[src/rtl/uart_pkg.sv]
// Shared UART definitions: receive-controller state encoding and data-width limits
// used by the receiver, transmitter and their controllers.
package uart_pkg;

    typedef enum logic [1:0] {
        OFF   = 2'd0,
        RUN   = 2'd1,
        BREAK = 2'd2
    } uart_rx_ctrl_state_t;

    localparam int DATA_BITS_MIN = 5;
    localparam int DATA_BITS_MAX = 9;

    function automatic bit data_bits_legal(input int bits);
        return (bits >= DATA_BITS_MIN) && (bits <= DATA_BITS_MAX);
    endfunction

endpackage

[src/rtl/sync_fifo.sv]
// Single-clock FIFO with registered head word, occupancy level and flush.
// A pop is accepted only when non-empty; a push only when not full or popping in the same cycle.
module sync_fifo #(
    parameter int Width = 8,
    parameter int Depth = 4
) (
    input  logic                       clk,
    input  logic                       rst,
    input  logic                       push,
    input  logic [Width-1:0]           push_data,
    input  logic                       pop,
    input  logic                       flush,
    output logic [Width-1:0]           rd_data,
    output logic                       rd_valid,
    output logic [$clog2(Depth+1)-1:0] level,
    output logic                       full,
    output logic                       empty
);

    localparam int PtrW = $clog2(Depth);
    localparam int LvlW = $clog2(Depth + 1);

    logic [Width-1:0] mem_q [Depth];
    logic [PtrW-1:0]  rd_ptr_q, rd_ptr_d;
    logic [PtrW-1:0]  wr_ptr_q, wr_ptr_d;
    logic [LvlW-1:0]  level_q, level_d;
    logic [Width-1:0] head_q, head_d;
    logic             valid_q, valid_d;
    logic [PtrW-1:0]  rd_next;
    logic             pop_ok;
    logic             push_ok;

    assign empty = (level_q == '0);
    assign full  = (level_q == LvlW'(Depth));

    always_comb begin
        rd_next  = rd_ptr_q + PtrW'(1);
        pop_ok   = pop && !empty && !flush;
        push_ok  = push && (!full || pop_ok) && !flush;
        rd_ptr_d = rd_ptr_q;
        wr_ptr_d = wr_ptr_q;
        level_d  = level_q;
        head_d   = head_q;
        if (flush) begin
            rd_ptr_d = '0;
            wr_ptr_d = '0;
            level_d  = '0;
        end else begin
            if (pop_ok)  rd_ptr_d = rd_next;
            if (push_ok) wr_ptr_d = wr_ptr_q + PtrW'(1);
            level_d = level_q + LvlW'(push_ok) - LvlW'(pop_ok);
            // Head register tracks the oldest word so out_data never comes from a RAM mux.
            if (push_ok && (empty || (level_q == LvlW'(1) && pop_ok)))
                head_d = push_data;
            else if (pop_ok && level_q > LvlW'(1))
                head_d = mem_q[rd_next];
        end
        valid_d = (level_d != '0);
    end

    always_ff @(posedge clk) begin
        if (rst) begin
            rd_ptr_q <= '0;
            wr_ptr_q <= '0;
            level_q  <= '0;
            head_q   <= '0;
            valid_q  <= 1'b0;
        end else begin
            rd_ptr_q <= rd_ptr_d;
            wr_ptr_q <= wr_ptr_d;
            level_q  <= level_d;
            head_q   <= head_d;
            valid_q  <= valid_d;
        end
    end

    always_ff @(posedge clk) begin
        if (push_ok) mem_q[wr_ptr_q] <= push_data;
    end

    assign rd_data  = head_q;
    assign rd_valid = valid_q;
    assign level    = level_q;

endmodule

[src/rtl/uart_rx_ctrl.sv]
// UART receive controller: buffers receiver result pulses into a ready/valid stream,
// keeps sticky overrun/error/break status, sequences break recovery and enable.
module uart_rx_ctrl
    import uart_pkg::*;
#(
    parameter int DataBits = 8,
    parameter int Depth    = 4
) (
    input  logic                       clk,
    input  logic                       rst,
    input  logic                       enable,
    input  logic                       flush,
    input  logic [DataBits-1:0]        rx_data,
    input  logic                       rx_valid,
    input  logic                       rx_error,
    input  logic                       rx_break,
    output logic [DataBits-1:0]        out_data,
    output logic                       out_valid,
    input  logic                       out_ready,
    output logic [$clog2(Depth+1)-1:0] level,
    input  logic                       status_clear,
    output logic                       overrun_flag,
    output logic                       error_flag,
    output logic                       break_flag,
    output logic                       irq
);

    if (!data_bits_legal(DataBits)) begin : g_bad_data_bits
        $error("uart_rx_ctrl: DataBits out of range");
    end
    if (Depth < 2 || (Depth & (Depth - 1)) != 0) begin : g_bad_depth
        $error("uart_rx_ctrl: Depth must be a power of two >= 2");
    end

    uart_rx_ctrl_state_t state_q, state_d;
    logic overrun_q, overrun_d;
    logic error_q, error_d;
    logic break_q, break_d;
    logic irq_q, irq_d;

    logic fifo_full, fifo_empty;
    logic fifo_flush;
    logic push_req, pop_req;
    logic overrun_set, error_set, break_set;

    always_comb begin
        state_d     = state_q;
        push_req    = 1'b0;
        error_set   = 1'b0;
        break_set   = 1'b0;
        fifo_flush  = flush || !enable || (state_q == OFF);
        pop_req     = out_ready && !fifo_empty;
        if (!enable) begin
            state_d = OFF;
        end else begin
            unique case (state_q)
                OFF: state_d = RUN;
                RUN: begin
                    if (rx_break) begin
                        break_set = 1'b1;
                        state_d   = BREAK;
                    end else if (rx_error) begin
                        error_set = 1'b1;
                    end else begin
                        push_req = rx_valid;
                    end
                end
                BREAK: begin
                    // Break and error pulses are noise until line activity resumes.
                    if (rx_valid) begin
                        push_req = 1'b1;
                        state_d  = RUN;
                    end
                end
                default: state_d = OFF;
            endcase
        end
        overrun_set = push_req && !fifo_flush && fifo_full && !pop_req;
        overrun_d   = (overrun_q && !status_clear) || overrun_set;
        error_d     = (error_q && !status_clear) || error_set;
        break_d     = (break_q && !status_clear) || break_set;
        irq_d       = out_valid || overrun_q || error_q || break_q;
    end

    always_ff @(posedge clk) begin
        if (rst) begin
            state_q   <= OFF;
            overrun_q <= 1'b0;
            error_q   <= 1'b0;
            break_q   <= 1'b0;
            irq_q     <= 1'b0;
        end else begin
            state_q   <= state_d;
            overrun_q <= overrun_d;
            error_q   <= error_d;
            break_q   <= break_d;
            irq_q     <= irq_d;
        end
    end

    sync_fifo #(
        .Width (DataBits),
        .Depth (Depth)
    ) u_fifo (
        .clk       (clk),
        .rst       (rst),
        .push      (push_req),
        .push_data (rx_data),
        .pop       (pop_req),
        .flush     (fifo_flush),
        .rd_data   (out_data),
        .rd_valid  (out_valid),
        .level     (level),
        .full      (fifo_full),
        .empty     (fifo_empty)
    );

    assign overrun_flag = overrun_q;
    assign error_flag   = error_q;
    assign break_flag   = break_q;
    assign irq          = irq_q;

endmodule
[config.mk]
export PLATFORM = sky130hd
export DESIGN_NAME = uart_rx_ctrl
export DESIGN_NICKNAME = d
export VERILOG_FILES = /design/src/rtl/uart_pkg.sv /design/src/rtl/sync_fifo.sv /design/src/rtl/uart_rx_ctrl.sv
export SDC_FILE = /design/constraint.sdc
export NUM_CORES = 1
export LEC_CHECK = 0
export ABC_AREA = 1
export CAP_MARGIN = 10
export CORE_MARGIN = 5
export CORE_UTILIZATION = 59
export CTS_CLUSTER_SIZE = 10
export DETAILED_ROUTE_END_ITERATION = 10
export DONT_BUFFER_PORTS = 1
export HOLD_SLACK_MARGIN = 0.03
export PLACE_DENSITY = 0.73
export REMOVE_ABC_BUFFERS = 1
export SLEW_MARGIN = 20
export SYNTH_ARGS = -nofsm -noshare
export SYNTH_HDL_FRONTEND = slang
export SYNTH_SLANG_ARGS = --single-unit
[constraint.sdc]
create_clock -name clk -period 3 [get_ports clk]
set_input_delay 0.3 -clock clk [delete_from_list [all_inputs] [get_ports clk]]
set_output_delay 0.3 -clock clk [all_outputs]
set_load 0.05 [all_outputs]
==> metrics.txt, run 1 <==
# TYPE chip_impl_metric gauge
chip_impl_info{name="run_status",value="finished, final reports clean"} 1
chip_impl_metric{name="detail-route-antenna-nets",unit=""} 0
chip_impl_metric{name="first_global_vias",unit=""} 1753
chip_impl_metric{name="die-height",unit="um"} 75.1
chip_impl_metric{name="yosysWarningCount",unit=""} 0
chip_impl_metric{name="antenna_fix_cells",unit=""} 0
chip_impl_metric{name="fraction_of_registers_with_async_set_or_reset_after_synthesis",unit=""} 0
chip_impl_metric{name="insertion_delay",unit="ns"} 0.31
chip_impl_metric{name="detailedRoute.firstIterationViolations",unit=""} 167
chip_impl_metric{name="number_of_h_tree_levels",unit=""} 2
chip_impl_info{name="worst_setup_path_start_kind",value="register"} 1
chip_impl_metric{name="path_max_fanout",unit=""} 3
chip_impl_info{name="slowest_stage",value="sky130_fd_sc_hd__dfxtp_1"} 1
chip_impl_metric{name="timing.fmax",unit="GHz"} 0.413
chip_impl_metric{name="initial_antenna_violation_count",unit=""} 0
chip_impl_metric{name="netlist-cell-type-count",unit=""} 31
chip_impl_metric{name="fin_area",unit="mm^2"} 0.00269
chip_impl_info{name="dominantRegCellSynth",value="sky130_fd_sc_hd__edfxtp_1"} 1
chip_impl_metric{name="power_per_cell_area",unit="mW/mm^2"} 477
chip_impl_metric{name="synthDominantCellAreaShare",unit=""} 0.384
chip_impl_metric{name="cts_sink_count",unit=""} 54
chip_impl_info{name="worst_hold_startpoint",value="rst"} 1
chip_impl_info{name="synth_common_cells",value="sky130_fd_sc_hd__nand2_1, sky130_fd_sc_hd__nor2_1, sky130_fd_sc_hd__edfxtp_1, sky130_fd_sc_hd__inv_1, sky130_fd_sc_hd__dfxtp_1"} 1
chip_impl_metric{name="dieWidth",unit="um"} 75.1
chip_impl_info{name="hold_path.class",value="in -> reg"} 1
chip_impl_metric{name="detailedPlacementHpwl",unit="mm"} 3.55
chip_impl_metric{name="critical_path.max_stage_delay",unit="ns"} 0.67
chip_impl_metric{name="ios",unit=""} 33
chip_impl_info{name="cp_cell_sequence",value="inv_1 > nand2_4 > nand2_2 > nor2_4 > ha_1 > inv_1 > ha_1 > inv_1 > fa_1 > xor2_1 > inv_1 > a31oi_1"} 1
chip_impl_info{name="timing.hold.worst_endpoint",value="error_flag"} 1
chip_impl_metric{name="post_cts_hold_buffer_count",unit=""} 0
chip_impl_info{name="crit-reg2reg-capture",value="u_fifo.rd_valid"} 1
chip_impl_metric{name="cts_inserted_buffers",unit=""} 5
chip_impl_metric{name="final_min_period_over_clock_period",unit=""} 0.808
chip_impl_metric{name="crit_arrival",unit="ns"} 2.66
chip_impl_info{name="beginning_of_the_worst_register_to_register_path",value="u_fifo.level[2]"} 1
chip_impl_metric{name="design.die.area",unit="mm^2"} 0.00564
chip_impl_metric{name="synth-seq-cells",unit=""} 54
chip_impl_info{name="synthMostInstantiatedCell",value="sky130_fd_sc_hd__nand2_1"} 1
chip_impl_metric{name="syn_inst",unit=""} 263
chip_impl_metric{name="route.final.wire_length",unit="mm"} 4.85
chip_impl_info{name="cts_root_buffer",value="sky130_fd_sc_hd__clkbuf_8"} 1
chip_impl_metric{name="core.rowCount",unit=""} 23
chip_impl_info{name="grt_setup_unrepaired",value="false"} 1
chip_impl_metric{name="max-cap-violations",unit=""} 0
chip_impl_info{name="timing.critical_path.from",value="u_fifo.level[2]"} 1
chip_impl_metric{name="vias_per_cell",unit=""} 5.28
chip_impl_metric{name="globalRouteOverflowTotal",unit=""} 0
chip_impl_metric{name="post_cts_buffers",unit=""} 0
chip_impl_metric{name="grt_pass1_wl",unit="mm"} 8.12
chip_impl_metric{name="timing.critical_path.required",unit="ns"} 3.24
chip_impl_metric{name="setup_viol",unit=""} 0
chip_impl_metric{name="grt_util_all_layers",unit=""} 0.196
chip_impl_metric{name="area.growth.synth_to_final",unit="%"} 7.60
chip_impl_metric{name="depth_of_the_most_critical_reg_to_reg_path",unit=""} 12
chip_impl_metric{name="post_cts.resized_instances",unit=""} 0
chip_impl_metric{name="ir_drop",unit="mV"} 0.287
chip_impl_metric{name="vias",unit=""} 1710
chip_impl_metric{name="cts.clk_slew.worst_paths",unit="ns"} 0.09
chip_impl_metric{name="synthesis.area_per_instance",unit="um^2"} 9.51
chip_impl_metric{name="io_buffer_count",unit=""} 0
chip_impl_metric{name="gp_congestion",unit=""} 0.839
chip_impl_metric{name="synth-edff-count",unit=""} 32
chip_impl_metric{name="worst_clock_skew",unit="ns"} 0.00825
chip_impl_metric{name="synthesis.area",unit="mm^2"} 0.00250
chip_impl_metric{name="number_of_failing_hold_endpoints_at_the_final_stage",unit=""} 0
chip_impl_metric{name="reg2reg_setup_slack",unit="ns"} 0.58
chip_impl_info{name="endpoint_kind",value="register"} 1
chip_impl_info{name="cell_family_with_most_cp_delay",value="adder cells"} 1
chip_impl_metric{name="core",unit="mm^2"} 0.00406
chip_impl_metric{name="finalMaxSlewViolations",unit=""} 0
chip_impl_metric{name="drt-pass1-iter-count",unit=""} 4
chip_impl_metric{name="worstMarginPinSlew",unit="ns"} 0.558
chip_impl_metric{name="drc",unit=""} 0
chip_impl_metric{name="ys_seq_area_frac",unit=""} 0.560
chip_impl_metric{name="drive_gt1_frac",unit=""} 0.0985
chip_impl_info{name="cts_tree",value="done"} 1
chip_impl_metric{name="cts_max_path_buffers",unit=""} 2
chip_impl_info{name="synth.area.top_cells",value="sky130_fd_sc_hd__edfxtp_1, sky130_fd_sc_hd__dfxtp_1, sky130_fd_sc_hd__nand2_1"} 1
chip_impl_metric{name="maximum_number_of_pins_on_one_net_before_global_route_repair",unit=""} 17
chip_impl_metric{name="place_area",unit="mm^2"} 0.00258
chip_impl_metric{name="leakage",unit="nW"} 1.08
chip_impl_metric{name="pre_cts_slack",unit="ns"} 0.568
chip_impl_metric{name="hold-path-cell-count",unit=""} 1
chip_impl_metric{name="wire_per_inst",unit="um"} 15.0
chip_impl_metric{name="setup_total_negative_slack",unit="ns"} 0
chip_impl_info{name="timing.critical_path.mode_cell",value="sky130_fd_sc_hd__inv_1"} 1
chip_impl_metric{name="final_nets",unit=""} 302
chip_impl_metric{name="worst_slack",unit="ns"} 0.576
chip_impl_info{name="cell_accounting_for_the_most_synthesized_area",value="sky130_fd_sc_hd__edfxtp_1"} 1
chip_impl_info{name="timing_worst_setup_path_type",value="reg -> reg"} 1
chip_impl_metric{name="maxSlewHeadroom",unit=""} 0.627
chip_impl_metric{name="start_util",unit=""} 0.617
chip_impl_metric{name="layout_min_cycle_time",unit="ns"} 2.42
chip_impl_metric{name="worst-path-buf-inv",unit=""} 4
## where the power goes
part	switching, mW	internal, mW	total, mW
clock	0.225	0.245	0.470
combinational	0.0159	0.00822	0.0241
sequential	0.00511	0.785	0.791
total	0.246	1.04	1.28
## placed cells by master (no fill, tap or decap)
| cell type | count |
|---|---|
| sky130_fd_sc_hd__clkinvlp_2 | 1 |
| sky130_fd_sc_hd__nand2_4 | 3 |
| sky130_fd_sc_hd__edfxtp_1 | 32 |
| sky130_fd_sc_hd__a31oi_1 | 1 |
| sky130_fd_sc_hd__nand3b_1 | 9 |
| sky130_fd_sc_hd__nor2_1 | 39 |
| sky130_fd_sc_hd__nand4_1 | 1 |
| sky130_fd_sc_hd__clkbuf_8 | 5 |
| sky130_fd_sc_hd__inv_1 | 26 |
| sky130_fd_sc_hd__nor2_2 | 2 |
| sky130_fd_sc_hd__nand2_1 | 61 |
| sky130_fd_sc_hd__nand3_1 | 9 |
| sky130_fd_sc_hd__nor3_1 | 3 |
| sky130_fd_sc_hd__a21oi_4 | 1 |
| sky130_fd_sc_hd__nand2_2 | 1 |
| sky130_fd_sc_hd__buf_4 | 7 |
| sky130_fd_sc_hd__clkinv_1 | 1 |
| sky130_fd_sc_hd__nand3_2 | 2 |
| sky130_fd_sc_hd__dfxtp_1 | 22 |
| sky130_fd_sc_hd__ha_1 | 11 |
| sky130_fd_sc_hd__a211oi_1 | 2 |
| sky130_fd_sc_hd__o21ai_0 | 17 |
| sky130_fd_sc_hd__inv_2 | 1 |
| sky130_fd_sc_hd__a21boi_4 | 1 |
| sky130_fd_sc_hd__or2_1 | 1 |
| sky130_fd_sc_hd__xor2_1 | 1 |
| sky130_fd_sc_hd__a21oi_1 | 8 |
| sky130_fd_sc_hd__bufinv_16 | 1 |
| sky130_fd_sc_hd__clkinv_2 | 1 |
| sky130_fd_sc_hd__nor2_4 | 1 |
| sky130_fd_sc_hd__nor4_1 | 1 |
| sky130_fd_sc_hd__a32oi_1 | 1 |
| sky130_fd_sc_hd__fa_1 | 1 |
## sequential cells by signal, summed over array words and instances, names as in the netlist
name             count
u_fifo.rd_data       8
state_q              2
u_fifo.mem_q        32
irq                  1
u_fifo.rd_ptr_q      2
error_flag           1
u_fifo.rd_valid      1
u_fifo.level         3
u_fifo.wr_ptr_q      2
overrun_flag         1
break_flag           1
## cells by family (layout without fill, tap and decap cells)
| kind of cell | Yosys count | after routing | share of synthesized area |
|---|---|---|---|
| simple gates | 133 | 133 | 0.242 |
| flops | 54 | 54 | 0.560 |
| buf+inv | 32 | 43 | 0.0555 |
| compound gates | 31 | 31 | 0.0760 |
| fa+ha+maj | 12 | 12 | 0.0630 |
| xor+xnor | 1 | 1 | 0.00350 |
## metal layers
layer  vias to the layer above  share of wire  GRT usage
met5                         -              0          0
met4                         0          0.014     0.0830
met3                         5          0.070     0.0574
met2                        43           0.48      0.315
met1                       777           0.43      0.248
li1                        885              -          -
## area by class of cell
| class | count | area (um^2) |
|---|---|---|
| clock buffer | 5 | 68.8 |
| clock inverter | 3 | 40.0 |
| fill | 336 | 1370 |
| inverter | 28 | 105 |
| multi-input combinational | 177 | 962 |
| sequential | 54 | 1400 |
| tap | 50 | 62.6 |
| timing repair buffer | 7 | 52.6 |
## worst max path at each step
stage	to	slack [ns]	cells after the start
CTS	u_fifo.rd_valid	0.56	12
finish	u_fifo.rd_valid	0.58	12
floorplan	u_fifo.rd_valid	0.62	10
global placement	u_fifo.rd_valid	0.65	12
detailed placement	u_fifo.rd_valid	0.57	12
global route	u_fifo.rd_valid	0.40	12
## worst reg2reg max path, cell delays in order (launching register included)
cell and delay (ns):
sky130_fd_sc_hd__dfxtp_1 0.67, sky130_fd_sc_hd__inv_1 0.20, sky130_fd_sc_hd__nand2_4 0.14, sky130_fd_sc_hd__nand2_2 0.08, sky130_fd_sc_hd__nor2_4 0.10, sky130_fd_sc_hd__ha_1 0.23
sky130_fd_sc_hd__inv_1 0.05, sky130_fd_sc_hd__ha_1 0.14, sky130_fd_sc_hd__inv_1 0.05, sky130_fd_sc_hd__fa_1 0.37, sky130_fd_sc_hd__xor2_1 0.14, sky130_fd_sc_hd__inv_1 0.07
sky130_fd_sc_hd__a31oi_1 0.12
## metrics by stage
stage,hold WS [ns],cells,total power [mW],utilization
4_1_cts,0.0437,324,1.30,0.664
6_report,0.0562,324,1.28,0.664
3_3_place_gp,0.371,316,0.831,0.637
5_1_grt,0.0332,324,1.34,0.664
2_1_floorplan,0.369,259,0.827,-
3_5_place_dp,0.378,316,0.832,0.637
Note: power is estimated with default switching activity, not from simulation.
==> run 2: changes to the inputs <==
--- a/config.mk
+++ b/config.mk
@@ -5,7 +5,7 @@
 export SDC_FILE = /design/constraint.sdc
 export NUM_CORES = 1
 export LEC_CHECK = 0
-export ABC_AREA = 1
+export ABC_AREA = 0
 export CAP_MARGIN = 10
 export CORE_MARGIN = 5
 export CORE_UTILIZATION = 59
==> constraint.sdc (replaced) <==
create_clock -name clk -period 2.3 [get_ports clk]
set_input_delay 0.23 -clock clk [delete_from_list [all_inputs] [get_ports clk]]
set_output_delay 0.23 -clock clk [all_outputs]
set_load 0.05 [all_outputs]
==> run 2 against run 1 <==
Compared with the run above: the flow now finishes with violations (negative setup slack); register-to-register slack got worse by 0.58 ns; critical path depth shrank 4; synthesized area down 5.3%; die area is 4.6% lower; largest cell class unchanged; wire length grew 9.6%; highest routed layer unchanged; via count decreased by 7.3%; power up 27%; largest power group unchanged.
==> metrics.txt, run 2 <==
# TYPE chip_impl_metric gauge
chip_impl_metric{name="io_buffer_count",unit=""} 0
chip_impl_info{name="hold_path.class",value="in -> reg"} 1
chip_impl_metric{name="detailedRoute.firstIterationViolations",unit=""} 60
chip_impl_info{name="worst_setup_path_start_kind",value="register"} 1
chip_impl_info{name="cts_tree",value="done"} 1
chip_impl_metric{name="globalRouteOverflowTotal",unit=""} 0
chip_impl_metric{name="fin_area",unit="mm^2"} 0.00295
chip_impl_metric{name="largest_register_ff_count",unit=""} 32
chip_impl_info{name="synth.area.top_cells",value="sky130_fd_sc_hd__edfxtp_1, sky130_fd_sc_hd__dfxtp_1, sky130_fd_sc_hd__mux4_2"} 1
chip_impl_metric{name="synth-edff-count",unit=""} 32
chip_impl_info{name="layout.cells.most_common",value="sky130_fd_sc_hd__edfxtp_1"} 1
chip_impl_metric{name="synthesis.area",unit="mm^2"} 0.00237
chip_impl_metric{name="yosysWarningCount",unit=""} 0
chip_impl_metric{name="initial_antenna_violation_count",unit=""} 1
chip_impl_metric{name="layout_min_cycle_time",unit="ns"} 2.30
chip_impl_metric{name="grtUsageMet2",unit=""} 0.384
chip_impl_metric{name="fraction_of_registers_with_async_set_or_reset_after_synthesis",unit=""} 0
chip_impl_metric{name="ys_seq_area_frac",unit=""} 0.591
chip_impl_metric{name="dieWidth",unit="um"} 73.4
chip_impl_metric{name="max-cap-violations",unit=""} 0
chip_impl_metric{name="detailedPlacementHpwl",unit="mm"} 3.50
chip_impl_metric{name="gp_congestion",unit=""} 0.799
chip_impl_metric{name="final_nets",unit=""} 242
chip_impl_metric{name="worst_clock_skew",unit="ns"} 0.00663
chip_impl_metric{name="multi_input_area",unit="um^2"} 971
chip_impl_info{name="cts_root_buffer",value="sky130_fd_sc_hd__clkbuf_8"} 1
chip_impl_metric{name="worstMarginPinSlew",unit="ns"} 0.817
chip_impl_metric{name="detail-route-antenna-nets",unit=""} 0
chip_impl_info{name="cell_accounting_for_the_most_synthesized_area",value="sky130_fd_sc_hd__edfxtp_1"} 1
chip_impl_metric{name="register_area",unit="mm^2"} 0.00140
chip_impl_metric{name="place_area",unit="mm^2"} 0.00262
chip_impl_metric{name="grt.met3_usage",unit=""} 0.0492
chip_impl_metric{name="ios",unit=""} 33
chip_impl_metric{name="critical_path.max_stage_delay",unit="ns"} 0.38
chip_impl_metric{name="syn_inst",unit=""} 182
chip_impl_info{name="most_flops_register",value="u_fifo.mem_q"} 1
chip_impl_metric{name="timing.fmax",unit="GHz"} 0.435
chip_impl_info{name="grt_setup_unrepaired",value="true"} 1
chip_impl_info{name="failed_checks",value="negative setup slack"} 1
chip_impl_metric{name="hold_ws",unit="ns"} 0.0599
chip_impl_info{name="run_status",value="finished with violations"} 1
chip_impl_metric{name="number_of_failing_hold_endpoints_at_the_final_stage",unit=""} 0
chip_impl_metric{name="path_max_fanout",unit=""} 8
chip_impl_info{name="slowest_stage",value="sky130_fd_sc_hd__or3b_4"} 1
chip_impl_metric{name="worst_slack",unit="ns"} -0.000667
chip_impl_metric{name="crit_arrival",unit="ns"} 2.34
chip_impl_metric{name="timing.critical_path.required",unit="ns"} 2.34
chip_impl_info{name="timing.critical_path.mode_cell",value="sky130_fd_sc_hd__buf_4"} 1
chip_impl_metric{name="leakage",unit="nW"} 0.958
chip_impl_metric{name="number_of_h_tree_levels",unit=""} 2
chip_impl_metric{name="die-height",unit="um"} 73.4
chip_impl_metric{name="start_util",unit=""} 0.601
chip_impl_metric{name="vias",unit=""} 1585
chip_impl_info{name="dominantRegCellSynth",value="sky130_fd_sc_hd__edfxtp_1"} 1
chip_impl_metric{name="first_global_vias",unit=""} 1696
chip_impl_metric{name="finalMaxSlewViolations",unit=""} 0
chip_impl_metric{name="core.rowCount",unit=""} 23
chip_impl_info{name="synthMostInstantiatedCell",value="sky130_fd_sc_hd__edfxtp_1"} 1
chip_impl_metric{name="cts_sink_count",unit=""} 54
chip_impl_info{name="cp_cell_sequence",value="buf_6 > ha_4 > or3b_4 > buf_4 > a211oi_1 > buf_4 > and3_1 > buf_12"} 1
chip_impl_metric{name="grt_util_all_layers",unit=""} 0.213
chip_impl_metric{name="pre_cts_slack",unit="ns"} -0.209
chip_impl_info{name="endpoint_kind",value="register"} 1
chip_impl_info{name="cell_family_with_most_cp_delay",value="buffers and inverters"} 1
chip_impl_metric{name="maximum_number_of_pins_on_one_net_before_global_route_repair",unit=""} 18
chip_impl_info{name="peak_usage_layer_in_the_global_routing_report",value="met2"} 1
chip_impl_metric{name="area.growth.synth_to_final",unit="%"} 24.3
chip_impl_metric{name="power_per_cell_area",unit="mW/mm^2"} 554
chip_impl_metric{name="insertion_delay",unit="ns"} 0.31
chip_impl_metric{name="cts.clk_slew.worst_paths",unit="ns"} 0.10
chip_impl_metric{name="cts_inserted_buffers",unit=""} 5
chip_impl_metric{name="route.final.wire_length",unit="mm"} 5.32
chip_impl_metric{name="global_route.usage.met1",unit=""} 0.242
chip_impl_metric{name="synthDominantCellAreaShare",unit=""} 0.405
chip_impl_metric{name="worst-path-buf-inv",unit=""} 4
chip_impl_info{name="synth_common_cells",value="sky130_fd_sc_hd__edfxtp_1, sky130_fd_sc_hd__dfxtp_1, sky130_fd_sc_hd__inv_1, sky130_fd_sc_hd__nor3_1, sky130_fd_sc_hd__nor2_1"} 1
chip_impl_metric{name="drive_gt1_frac",unit=""} 0.299
chip_impl_metric{name="filler_cell_count",unit=""} 239
chip_impl_metric{name="wire_per_inst",unit="um"} 20.1
chip_impl_metric{name="core",unit="mm^2"} 0.00394
chip_impl_metric{name="synthesis.area_per_instance",unit="um^2"} 13.0
chip_impl_info{name="timing_worst_setup_path_type",value="reg -> reg"} 1
chip_impl_metric{name="final_min_period_over_clock_period",unit=""} 1.00
chip_impl_metric{name="grt_pass1_wl",unit="mm"} 8.40
chip_impl_metric{name="design.die.area",unit="mm^2"} 0.00539
chip_impl_metric{name="drc",unit=""} 0
chip_impl_metric{name="synth-seq-cells",unit=""} 54
chip_impl_info{name="final_cell_mix",value="sky130_fd_sc_hd__edfxtp_1, sky130_fd_sc_hd__dfxtp_1, sky130_fd_sc_hd__inv_1, sky130_fd_sc_hd__nor3_1, sky130_fd_sc_hd__buf_4"} 1
chip_impl_metric{name="netlist-cell-type-count",unit=""} 36
chip_impl_metric{name="ir_drop",unit="mV"} 0.376
chip_impl_metric{name="drt-pass1-iter-count",unit=""} 4
chip_impl_metric{name="vias_per_cell",unit=""} 5.98
chip_impl_metric{name="setup_viol",unit=""} 2
chip_impl_metric{name="maxSlewHeadroom",unit=""} 0.453
chip_impl_metric{name="cts_max_path_buffers",unit=""} 2
## run 2: changes by cell type in the layout (fill, tap and decap cells not counted), sizes merged, moves of 5 or more
cell,change
a2111oi,+9
a21oi,-6
buf,+15
dlygate4sd3,+9
inv,-5
mux4,+8
nand2,-64
nand3,-9
nand3b,-9
nor2,-28
nor3,+16
o21ai,-14
## run 2: path summary, 6_finish.rpt
| path | slack [ns] | depth (start not counted) | start | endpoint |
|---|---|---|---|---|
| max reg2reg | -0.0007 | 8 | state_q[0] | u_fifo.mem_q[1][1] |
| min reg2reg | 0.53 | 2 | u_fifo.wr_ptr_q[1] | u_fifo.wr_ptr_q[1] |
| min | 0.06 | 2 | enable | state_q[1] |
| max | -0.0007 | 8 | state_q[0] | u_fifo.mem_q[1][1] |
## run 2: kinds of logic (layout without fill, tap and decap cells)
| family | after synthesis | after routing | share of synthesized area |
|---|---|---|---|
| xor+xnor | 3 | 3 | 0.0111 |
| simple gates | 53 | 53 | 0.117 |
| compound gates | 22 | 22 | 0.0881 |
| mux | 9 | 9 | 0.0802 |
| buf+inv | 29 | 61 | 0.0459 |
| flops | 54 | 54 | 0.591 |
| fa+ha+maj | 12 | 12 | 0.0665 |
| other cells | 0 | 1 | 0 |
## run 2: routing by layer
layer | wire length, um | vias up
li1 | - | 736
met1 | 2010 | 798
met2 | 2960 | 41
met3 | 252 | 10
met4 | 95 | 0
met5 | 0 | -
## run 2: cell type report
cell class | instances | area share
timing repair buffer | 31 | 0.113
antenna | 1 | 0.000849
multi-input combinational | 99 | 0.330
sequential | 54 | 0.476
clock inverter | 3 | 0.00722
inverter | 22 | 0.0280
tap | 50 | 0.0212
clock buffer | 5 | 0.0234
## run 2: metrics by stage
stage	utilization	total power [mW]	TNS, ns	cells
finish	0.747	1.63	-0.00132	265
global route	0.747	1.68	-2.02	265
CTS	0.734	1.63	-0.0314	264
detailed placement	0.665	1.09	-0.805	245
global placement	0.665	1.09	-0.222	245
floorplan	-	1.07	-0.435	175
## run 2: report_power, final
part,internal (mW),switching (mW),leakage [nW],total [mW]
clock network,0.214,0.314,0.0441,0.528
logic,0.0370,0.0356,0.448,0.0725
registers,1.02,0.00624,0.466,1.03
total,1.28,0.356,0.958,1.63
## run 2: what timing repair did
action                                  CTS  global route
pin swaps                                11             6
hold buffers                              9             0
resized for setup                        14            12
endpoints found under the setup margin   32            43
setup buffers                             2             0
hold endpoints to repair                 44             0
==> run 3: changes to the inputs <==
--- a/config.mk
+++ b/config.mk
@@ -7,7 +7,6 @@
 export LEC_CHECK = 0
 export ABC_AREA = 0
 export CAP_MARGIN = 10
-export CORE_MARGIN = 5
 export CORE_UTILIZATION = 59
 export CTS_CLUSTER_SIZE = 10
 export DETAILED_ROUTE_END_ITERATION = 10
==> constraint.sdc (replaced) <==
create_clock -name clk -period 2.4 [get_ports clk]
set_input_delay 0.24 -clock clk [delete_from_list [all_inputs] [get_ports clk]]
set_output_delay 0.24 -clock clk [all_outputs]
set_load 0.05 [all_outputs]
==> run 3 against run 2 <==
Compared with the run above: the flow now finishes without violations; via count decreased by 1.6%; sequential power decreased by 4%; clock skew about the same; maximum frequency decreased by 1.3%; wire length decreased by 8.7%; final cell count decreased by 2.6%; first-iteration DRC count increased by 32%; clock-buffer cell count unchanged; power increased by 2.4%; combinational power decreased by 14%; flip-flop and latch count unchanged; critical path type unchanged; largest power group unchanged.
==> metrics.txt, run 3 (synthesized netlist as in run 2, its figures left out) <==
# TYPE chip_impl_metric gauge
chip_impl_metric{name="reg2reg_setup_slack",unit="ns"} 0.07
chip_impl_metric{name="initial_antenna_violation_count",unit=""} 0
chip_impl_metric{name="drc",unit=""} 0
chip_impl_metric{name="setup_viol",unit=""} 0
chip_impl_metric{name="ios",unit=""} 33
chip_impl_metric{name="number_of_failing_hold_endpoints_at_the_final_stage",unit=""} 0
chip_impl_metric{name="drive_gt1_frac",unit=""} 0.252
chip_impl_metric{name="wire_per_inst",unit="um"} 18.8
chip_impl_info{name="final_cell_mix",value="sky130_fd_sc_hd__edfxtp_1, sky130_fd_sc_hd__dfxtp_1, sky130_fd_sc_hd__inv_1, sky130_fd_sc_hd__nor3_1, sky130_fd_sc_hd__buf_4"} 1
chip_impl_metric{name="number_of_h_tree_levels",unit=""} 2
chip_impl_metric{name="filler_cell_count",unit=""} 247
chip_impl_metric{name="max-cap-violations",unit=""} 0
chip_impl_metric{name="layout_min_cycle_time",unit="ns"} 2.33
chip_impl_info{name="endpoint_kind",value="register"} 1
chip_impl_metric{name="hold-path-cell-count",unit=""} 2
chip_impl_metric{name="ir_drop",unit="mV"} 0.461
chip_impl_metric{name="hold_ws",unit="ns"} 0.0985
chip_impl_metric{name="worst_slack",unit="ns"} 0.0687
chip_impl_metric{name="vias_per_cell",unit=""} 6.05
chip_impl_metric{name="crit_arrival",unit="ns"} 2.52
chip_impl_metric{name="insertion_delay",unit="ns"} 0.31
chip_impl_metric{name="die-height",unit="um"} 65.4
chip_impl_info{name="run_status",value="finished, final reports clean"} 1
chip_impl_metric{name="cts_max_path_buffers",unit=""} 2
chip_impl_metric{name="path_max_fanout",unit=""} 3
chip_impl_metric{name="cts.clk_slew.worst_paths",unit="ns"} 0.10
chip_impl_metric{name="pre_cts_slack",unit="ns"} -0.169
chip_impl_info{name="crit-reg2reg-capture",value="u_fifo.rd_valid"} 1
chip_impl_metric{name="leakage",unit="nW"} 0.939
chip_impl_metric{name="largest_register_ff_count",unit=""} 32
chip_impl_metric{name="setup_total_negative_slack",unit="ns"} 0
chip_impl_metric{name="cts_inserted_buffers",unit=""} 5
chip_impl_metric{name="io_buffer_count",unit=""} 0
chip_impl_metric{name="gp_congestion",unit=""} 0.825
chip_impl_info{name="cts_tree",value="done"} 1
chip_impl_metric{name="finalMaxSlewViolations",unit=""} 0
chip_impl_metric{name="globalRouteOverflowTotal",unit=""} 0
chip_impl_info{name="cp-endpoint",value="u_fifo.rd_valid"} 1
chip_impl_metric{name="detailedPlacementHpwl",unit="mm"} 3.25
chip_impl_metric{name="route.final.wire_length",unit="mm"} 4.86
chip_impl_metric{name="dieWidth",unit="um"} 65.4
chip_impl_info{name="grt_setup_unrepaired",value="true"} 1
chip_impl_metric{name="worstMarginPinSlew",unit="ns"} 0.595
chip_impl_info{name="hold_path.class",value="in -> reg"} 1
chip_impl_metric{name="finish.utilization",unit=""} 0.761
chip_impl_info{name="timing.critical_path.from",value="state_q[1]"} 1
chip_impl_metric{name="area.growth.synth_to_final",unit="%"} 20.2
chip_impl_metric{name="layoutNonFillerInstCount",unit=""} 258
chip_impl_metric{name="design.die.area",unit="mm^2"} 0.00428
chip_impl_info{name="worst_setup_path_start_kind",value="register"} 1
chip_impl_metric{name="final_nets",unit=""} 238
chip_impl_info{name="beginning_of_the_worst_register_to_register_path",value="state_q[1]"} 1
chip_impl_metric{name="power_per_cell_area",unit="mW/mm^2"} 586
chip_impl_metric{name="timing.fmax",unit="GHz"} 0.429
chip_impl_metric{name="final_min_period_over_clock_period",unit=""} 0.971
chip_impl_metric{name="drt-pass1-iter-count",unit=""} 4
chip_impl_metric{name="detail-route-antenna-nets",unit=""} 0
chip_impl_metric{name="total_power",unit="mW"} 1.67
chip_impl_metric{name="worst_clock_skew",unit="ns"} 0.00648
chip_impl_metric{name="cts_sink_count",unit=""} 54
chip_impl_metric{name="fin_area",unit="mm^2"} 0.00285
chip_impl_metric{name="timing.critical_path.required",unit="ns"} 2.59
chip_impl_metric{name="depth_of_the_most_critical_reg_to_reg_path",unit=""} 10
chip_impl_metric{name="grt_pass1_wl",unit="mm"} 7.71
chip_impl_info{name="timing_worst_setup_path_type",value="reg -> reg"} 1
chip_impl_metric{name="vias",unit=""} 1560
chip_impl_info{name="layout.cells.most_common",value="sky130_fd_sc_hd__edfxtp_1"} 1
chip_impl_metric{name="detailedRoute.firstIterationViolations",unit=""} 79
chip_impl_metric{name="place_area",unit="mm^2"} 0.00258
chip_impl_info{name="cts_root_buffer",value="sky130_fd_sc_hd__clkbuf_8"} 1
chip_impl_metric{name="grt_util_all_layers",unit=""} 0.249
chip_impl_metric{name="dpl.cell_count",unit=""} 240
chip_impl_metric{name="first_global_vias",unit=""} 1620
chip_impl_info{name="most_flops_register",value="u_fifo.mem_q"} 1
chip_impl_metric{name="antenna_fix_cells",unit=""} 0
chip_impl_metric{name="core.rowCount",unit=""} 22
chip_impl_metric{name="start_util",unit=""} 0.633
chip_impl_info{name="worst_hold_startpoint",value="enable"} 1
chip_impl_metric{name="maximum_number_of_pins_on_one_net_before_global_route_repair",unit=""} 19
chip_impl_metric{name="core",unit="mm^2"} 0.00374
chip_impl_metric{name="maxSlewHeadroom",unit=""} 0.603
==> run 3: layout make-up <==
class | count | area [um^2] | share of cell area
clock buffers | 5 | 68.8 | 0.0242
clock inverters | 3 | 47.5 | 0.0167
inverters | 22 | 85.1 | 0.0299
multi-input cells | 99 | 906 | 0.318
flip-flops and latches | 54 | 1410 | 0.494
well taps | 48 | 60.1 | 0.0211
repair buffers | 27 | 275 | 0.0966
==> run 3: worst max-delay path: stages (launching register included) <==
cell	delay, ns
sky130_fd_sc_hd__dfxtp_2	0.35
sky130_fd_sc_hd__inv_4	0.08
sky130_fd_sc_hd__ha_4	0.13
sky130_fd_sc_hd__or3b_4	0.40
sky130_fd_sc_hd__a211o_1	0.30
sky130_fd_sc_hd__nor2_2	0.11
sky130_fd_sc_hd__ha_2	0.19
sky130_fd_sc_hd__inv_2	0.04
sky130_fd_sc_hd__fa_2	0.35
sky130_fd_sc_hd__xnor2_2	0.17
sky130_fd_sc_hd__a31oi_1	0.09
==> run 3: worst min path at each step <==
stage | to
after global placement | u_fifo.rd_data[0]
after CTS | state_q[0]
after floorplan | u_fifo.rd_data[0]
after global routing | state_q[1]
after detailed placement | u_fifo.rd_data[0]
final | state_q[0]
==> run 3: where the power goes <==
part,total [mW],switching [mW],internal [mW]
clock network,0.620,0.303,0.316
logic,0.0621,0.0303,0.0318
registers,0.988,0.00691,0.981
==> run 3: repair_timing <==
item / in CTS / in global routing
gates resized for setup: 8 / 9
setup buffers: 0 / 1
pin swaps: 2 / 2
endpoints found under the setup margin: 3 / 3
hold buffers: 9 / 0
endpoints found under the hold margin: 44 / 0
==> run 3: layer usage <==
layer  track usage  vias up  routed length, um  part of all wire
met2         0.425       40               2500              0.51
met5             0        -                  0                 0
met3        0.0451       11                192             0.040
met4        0.0924        0                 86             0.018
li1              -      726                  -                 -
met1         0.316      783               2080              0.43
